File: config.mk
export PLATFORM = sky130hd
export DESIGN_NAME = id_ex_register
export DESIGN_NICKNAME = d
export VERILOG_FILES = /design/src/rtl/id_ex_register.sv
export SDC_FILE = /design/constraint.sdc
export NUM_CORES = 1
export LEC_CHECK = 0
export CAP_MARGIN = 20
export CORE_UTILIZATION = 23
export DETAILED_ROUTE_END_ITERATION = 8
export PLACE_DENSITY_LB_ADDON = 0.1
export SYNTH_ARGS = -nofsm -noshare
export SYNTH_HDL_FRONTEND = slang
export SYNTH_SLANG_ARGS = --single-unit
File: constraint.sdc
create_clock -name clk -period 1.6 [get_ports clk]
set_input_delay 0.16 -clock clk [delete_from_list [all_inputs] [get_ports clk]]
set_output_delay 0.16 -clock clk [all_outputs]
set_load 0.01 [all_outputs]
File: src/rtl/id_ex_register.sv
// ID/EX pipeline register with load-use hazard detection,
// flush/stall bubble insertion and a saturating bubble counter.
module id_ex_register #(
   parameter int XLEN = 64
) (
   input  logic            clk,
   input  logic            reset_n,
   input  logic            Stall,
   input  logic            Flush,
   input  logic            ID_Valid,
   input  logic [XLEN-1:0] ID_PC,
   input  logic [XLEN-1:0] ID_ReadData1,
   input  logic [XLEN-1:0] ID_ReadData2,
   input  logic [XLEN-1:0] ID_Imm,
   input  logic [4:0]      ID_Rs1,
   input  logic [4:0]      ID_Rs2,
   input  logic [4:0]      ID_Rd,
   input  logic [3:0]      ID_Funct,
   input  logic [1:0]      ID_ALUOp,
   input  logic [5:0]      ID_Ctrl,
   output logic            EX_Valid,
   output logic [XLEN-1:0] EX_PC,
   output logic [XLEN-1:0] EX_ReadData1,
   output logic [XLEN-1:0] EX_ReadData2,
   output logic [XLEN-1:0] EX_Imm,
   output logic [4:0]      EX_Rs1,
   output logic [4:0]      EX_Rs2,
   output logic [4:0]      EX_Rd,
   output logic [3:0]      EX_Funct,
   output logic [1:0]      EX_ALUOp,
   output logic [5:0]      EX_Ctrl,
   output logic            HazardStall,
   output logic [15:0]     BubbleCount
);

   // Ctrl = {RegWrite, MemtoReg, MemRead, MemWrite, Branch, ALUSrc}
   localparam int C_MEMREAD = 3;

   typedef struct packed {
      logic            valid;
      logic [XLEN-1:0] pc;
      logic [XLEN-1:0] rd1;
      logic [XLEN-1:0] rd2;
      logic [XLEN-1:0] imm;
      logic [4:0]      rs1;
      logic [4:0]      rs2;
      logic [4:0]      rd;
      logic [3:0]      funct;
      logic [1:0]      aluop;
      logic [5:0]      ctrl;
   } ex_t;

   typedef enum logic [1:0] {
      ACT_LOAD,
      ACT_HOLD,
      ACT_BUBBLE
   } act_t;

   ex_t         r_ex;
   ex_t         w_load;
   act_t        w_act;
   logic        w_hazard;
   logic        w_rs_match;
   logic [15:0] r_bubbles;

   // Load-use hazard: EX holds a valid load whose Rd feeds the ID instruction
   always_comb begin
      w_rs_match = (r_ex.rd == ID_Rs1) | (r_ex.rd == ID_Rs2);
      w_hazard   = r_ex.valid
                 & r_ex.ctrl[C_MEMREAD]
                 & (r_ex.rd != 5'd0)
                 & ID_Valid
                 & w_rs_match;
   end

   // Image of the ID instruction; invalid slots carry no side effects
   always_comb begin
      w_load.valid = ID_Valid;
      w_load.pc    = ID_PC;
      w_load.rd1   = ID_ReadData1;
      w_load.rd2   = ID_ReadData2;
      w_load.imm   = ID_Imm;
      w_load.rs1   = ID_Rs1;
      w_load.rs2   = ID_Rs2;
      w_load.rd    = ID_Rd;
      w_load.funct = ID_Funct;
      w_load.aluop = ID_ALUOp;
      w_load.ctrl  = ID_Ctrl;
      if (!ID_Valid) begin
         w_load.ctrl = 6'd0;
         w_load.rd   = 5'd0;
      end
   end

   // One action per edge: flush beats stall beats hazard beats load
   always_comb begin
      w_act = ACT_LOAD;
      priority case (1'b1)
         Flush:    w_act = ACT_BUBBLE;
         Stall:    w_act = ACT_HOLD;
         w_hazard: w_act = ACT_BUBBLE;
         default:  w_act = ACT_LOAD;
      endcase
   end

   // Pipeline register contents
   always_ff @(posedge clk or negedge reset_n) begin
      if (!reset_n) begin
         r_ex <= '0;
      end else begin
         case (w_act)
            ACT_BUBBLE: r_ex <= '0;
            ACT_LOAD:   r_ex <= w_load;
            default:    r_ex <= r_ex;
         endcase
      end
   end

   // Saturating count of inserted bubbles
   always_ff @(posedge clk or negedge reset_n) begin
      if (!reset_n) begin
         r_bubbles <= 16'd0;
      end else if (w_act == ACT_BUBBLE && r_bubbles != 16'hFFFF) begin
         r_bubbles <= r_bubbles + 16'd1;
      end
   end

   assign HazardStall  = w_hazard;
   assign BubbleCount  = r_bubbles;
   assign EX_Valid     = r_ex.valid;
   assign EX_PC        = r_ex.pc;
   assign EX_ReadData1 = r_ex.rd1;
   assign EX_ReadData2 = r_ex.rd2;
   assign EX_Imm       = r_ex.imm;
   assign EX_Rs1       = r_ex.rs1;
   assign EX_Rs2       = r_ex.rs2;
   assign EX_Rd        = r_ex.rd;
   assign EX_Funct     = r_ex.funct;
   assign EX_ALUOp     = r_ex.aluop;
   assign EX_Ctrl      = r_ex.ctrl;

endmodule

== Word-level counts from Yosys, hierarchy flattened ==
Cells that the tools add are included.

* $add $sub $neg: 1
* Equality and inequality tests: 4
* Muxes and demuxes: 6
* Bitwise operators: 5
* Reduce and logical (&&, ||, !) cells: 4

{| class="wikitable"
|+ Operators with widths
! kind !! number
|-
| one-hot mux 284 bit (2 select lines) || 1
|-
| adder 16 x 1 -> 16 bit, second input constant || 1
|-
| inequality test 16 bit, second input constant || 1
|-
| equality test 5 bit || 2
|-
| 2-to-1 mux 2 bit || 3
|-
| 2-to-1 mux 6 bit || 1
|-
| 2-to-1 mux 5 bit || 1
|-
| nonzero test 5 bit || 1
|-
| bitwise AND 1 bit || 4
|-
| equality test 2 bit, second input constant || 1
|-
| zero test 2 bit || 1
|-
| nonzero test 2 bit || 1
|-
| logical AND 1 bit || 1
|-
| bitwise OR 1 bit || 1
|}

* Register bits after elaboration: 300
* Bits of input ports: 288
* Output and inout port bits: 301
* Word-level logic and storage cells: 32

== Logic depth before layout (Yosys ltp) ==
* Word-level depth: 9
* Gate-level depth with buffers: 8
* Mapped depth without buffers: 6

== Worst setup path after synthesis ==
Ideal clock, no wire load.

* Path type: flip-flop to flip-flop
* Start: register r_ex (netlist bit EX_Rd[4])
* End: register r_bubbles[12] (netlist: BubbleCount[12])
* Setup time: 0.125 ns
* Arrival time: 1.633 ns
* Data required time: 1.475 ns
* Setup slack: -0.157 ns
* Stages on the path, launching flop included: 7
* Buffers on the path: 0
* Cells stage by stage: dfrtp_1 -> xnor2_1 -> nand3_1 -> o22ai_2 -> a31oi_4 -> nor3_1 -> mux2_2

* Longest elaborated chain between the ends: 9

{| class="wikitable"
|+ RTL lines
! what !! RTL line !! text
|-
| start: declaration || 59 || <nowiki>ex_t r_ex;</nowiki>
|-
| start signal: assignment || 113 || <nowiki>ACT_LOAD: r_ex <= w_load;</nowiki>
|-
| start signal: assignment || 114 || <nowiki>default: r_ex <= r_ex;</nowiki>
|-
| nonzero test 5 bit || 71 || <nowiki>& (r_ex.rd != 5'd0)</nowiki>
|-
| bitwise AND 1 bit || 71 ||
|-
| bitwise AND 1 bit || 72 || <nowiki>& ID_Valid</nowiki>
|-
| bitwise AND 1 bit (*) || 73 || <nowiki>& w_rs_match;</nowiki>
|-
| 2-to-1 mux 2 bit (*) (3 in series) || 98 || <nowiki>priority case (1'b1)</nowiki>
|-
| equality test 2 bit (*) || 123 || <nowiki>end else if (w_act == ACT_BUBBLE && r_bubbles != 16'hFFFF) begin</nowiki>
|-
| logical AND 1 bit (*) || 123 ||
|-
| end signal: assignment || 124 || <nowiki>r_bubbles <= r_bubbles + 16'd1;</nowiki>
|-
| end: declaration || 64 || <nowiki>logic [15:0] r_bubbles;</nowiki>
|}

Every way passes the cells marked *; elsewhere a longest branch is shown, timed or not.
A chain may end at the register's enable or synchronous reset.

== Final worst setup path ==
* Start: register r_ex (netlist bit EX_Rd[4])
* End: register r_ex (netlist bit EX_PC[37])

* Longest elaborated chain between the ends: 9

{| class="wikitable"
|+ RTL lines
! what !! RTL line !! text
|-
| nonzero test 5 bit || 71 ||
|-
| bitwise AND 1 bit || 71 ||
|-
| bitwise AND 1 bit || 72 ||
|-
| bitwise AND 1 bit (*) || 73 ||
|-
| 2-to-1 mux 2 bit (*) (3 in series) || 98 ||
|-
| equality test 2 bit / zero test 2 bit (equally long branches) || 111 || <nowiki>case (w_act)</nowiki>
|-
| one-hot mux 284 bit (2 select lines) / nonzero test 2 bit (equally long branches) || - ||
|}

Marked as above.

==> results.txt <==
max cap viols - 0
Initial Util - 23.3%
vias in the first global route - 13,100
origin of the critical flop-to-flop path - EX_Rd[4]
Synth-to-Final Area Change - 82.0%
final worst slack - -0.468 ns
DR DRC count - 0
hold wc startpoint - Flush
post-synthesis sequential element count - 300
Worst-path clk slew - 0.06 ns
worst skew pair latency - 0.54 ns
most common cell in the netlist - dfrtp_1
# nets final - 2,250
WHS Endpoint - BubbleCount[3]
post-synth top area share - 60.1%
Yosys warning total - 0
failing checks - setup timing
grt ovf - 0
die width - 235 um
Overall Power - 21.0 mW
WHS Path Cells - 4
Power Density - 924 nW/um^2
register area share after synthesis - 60.1%
Setup TNS - -115.67 ns
CTS tree - built
Syn Nets - 1,636
die area - 55,300 um^2
core footprint - 53,700 um^2
most instantiated cells after synthesis - 300 x dfrtp_1, 283 x nand2_1, 282 x nand3_1
Post-synth EDFFs - 0
worst slew pin tran - 0.756 ns
drt first pass iters - 4
Synth Cell Area - 12,500 um^2
initial antenna violation count - 13
fmax - 0.484 GHz
Vias/cell - 4.69
Critical Path RT - 2.00 ns
fraction of registers with async set/reset - 100%
crit-path max FO - 7
Post-synth top flop - dfrtp_1
RSZ-0062 raised after global routing - yes
vias - 12,600
drt total wl - 58.3 mm
WL/cell - 21.7 um
leakage - 9.34 nW
critical path endpoint category - register
FF-to-FF setup slack - -0.47 ns
I/O pin cnt - 589
critical path data arrival time - 2.47 ns
Vert. Die Dim - 235 um
routability cong. - 0.786
minimum clock period - 2.07 ns
Worst Hold Class - input port to register
first-pass GRT wire length - 86.5 mm
FP Rows - 85
Routed Antenna Nets - 0
share of layout cells above drive strength 1 - 19.9%
DP HPWL - 37.8 mm
final setup violation count - 493
synth unique cells - 30
Slowest-stage cell, CP - dfrtp_2
Final Hold Fails - 0
crit path launch type - register
fin crit share - 129%
mean post-synth cell area - 9.28 um^2
root buf cell - clkbuf_16
Iter 0 DRT Violations - 562
critical path class - register to register
reg2reg end - EX_PC[37]
largest net degree at the start of global routing - 132
Post-Syn Instances - 1,347
Fin Hold WS - 0.0764 ns
max-slew violations - 0
area leader, netlist - dfrtp_1
total track usage - 20.5%
Setup Skew - 0.0139 ns
cell depth of the worst flop-to-flop path - 10
maximum clock insertion buffer count - 3
H-tree depth - 2
CTS Buf Count - 39
synth top area cells - dfrtp_1 60%, nand3_1 11%, a21oi_1 11%, nand2_1 8.5%, clkbuf_1 2.6%
CTS Sinks - 300
Worst VDD drop - 0.000639 V
status - complete, but fails checks
port buffer count - 588
CP cell instances - xnor2_2, nand3_2, o22ai_4, nand2_4, buf_12, buf_4, buf_16, clkbuf_16, nand3_1, a21oi_1
Worst slew margin - 49.6%
Critical Path Max Stage Delay - 0.46 ns
state kept, by name (all words and copies together), names as in the netlist:
name          count
EX_Ctrl           6
EX_Valid          1
EX_Imm           64
EX_PC            64
EX_Rs1            5
EX_ReadData2     64
EX_ReadData1     64
BubbleCount      16
EX_ALUOp          2
EX_Rd             5
EX_Funct          4
EX_Rs2            5
worst max-delay path: cells and delay by family (launching register included):
family | cells | cell delay, ns
and+or+nand+nor | 3 | 0.33
AOI/OAI and AO/OA | 2 | 0.29
DFF | 1 | 0.46
buffers and inverters | 4 | 0.63
xor gates and xnor gates | 1 | 0.20
through the flow:
stage               setup slack (ns)  instance area (um^2)  instances  util [%]
finish                        -0.468                 22700       2691      42.3
global route                  -0.568                 22700       2690      42.3
CTS                           -0.520                 22100       2675      41.2
detailed placement            -0.801                 19700       2582      36.7
global placement              -0.805                 19700       2582      36.7
floorplan                    -0.0665                 12600       1347         -
cells by family (layout without fill, tap and decap cells):
kind of cell | after synthesis | after routing | synth area share [%]
fa+ha+maj | 1 | 1 | 0.100
other cells | 0 | 9 | 0
simple gates | 602 | 602 | 21.6
compound gates | 288 | 289 | 12.0
mux | 2 | 2 | 0.180
buf+inv | 130 | 768 | 4.37
xor+xnor | 24 | 24 | 1.68
flops | 300 | 300 | 60.1
where the power goes:
part	switching [mW]	internal [mW]
combinational	1.96	2.21
clock	3.45	4.99
sequential	0.312	8.09
layout by cell type, fill, tap and decap left out, drive strengths merged:
cell type	synthesis	final
ha	1	1
nand3	282	282
nor4	5	5
buf	39	106
and3	1	1
a31oi	1	2
inv	3	3
diode	0	9
mux2	2	2
dlygate4sd3	0	1
nor3	8	8
xor2	13	13
o22ai	1	1
a22oi	11	11
a21oi	275	275
nor2	16	16
dfrtp	300	300
bufbuf	0	1
clkdlybuf4s50	0	584
clkbuf	88	69
xnor2	11	11
or2	1	1
and4	1	1
clkinv	0	4
nor4b	2	2
nand2	283	283
nor3b	1	1
nand4	2	2
metal layers:
layer,up-vias,part of all wire (%),track usage (%)
met5,-,0.091,0
met1,6282,41,25.5
met2,382,49,33.2
met4,8,2.7,7.87
li1,5858,-,-
met3,89,7.0,6.21
timing repair:
item | in CTS | in global routing
pin swaps | 87 | 47
buffers inserted | 12 | 3
setup endpoints to repair | 601 | 601
cloned | 14 | 5
resized for setup | 159 | 107
hold buffers | 1 | 0
endpoints found under the hold margin | 300 | 0
final cells by class:
type / count / area, um^2
Fill cell: 5234 / 31000
Timing Repair Buffer: 699 / 7580
Sequential cell: 300 / 7520
Multi-Input combinational cell: 918 / 5540
Clock buffer: 62 / 1170
Tap cell: 696 / 871
Antenna cell: 9 / 22.5
Clock inverter: 4 / 20.0
Inverter: 3 / 18.8
worst max path at each step:
stage | startpoint | endpoint | slack, ns | cells after the start
2_1_floorplan | EX_Rd[2] | BubbleCount[1] | -0.07 | 6
3_3_place_gp | ID_Rs1[4] | BubbleCount[9] | -0.80 | 9
3_5_place_dp | ID_Rs1[4] | BubbleCount[9] | -0.80 | 9
4_1_cts | EX_Rd[4] | HazardStall | -0.52 | 6
5_1_grt | EX_Rd[1] | EX_ReadData2[15] | -0.57 | 9
6_report | EX_Rd[4] | EX_PC[37] | -0.47 | 10
Note: power is estimated with default switching activity, not from simulation.
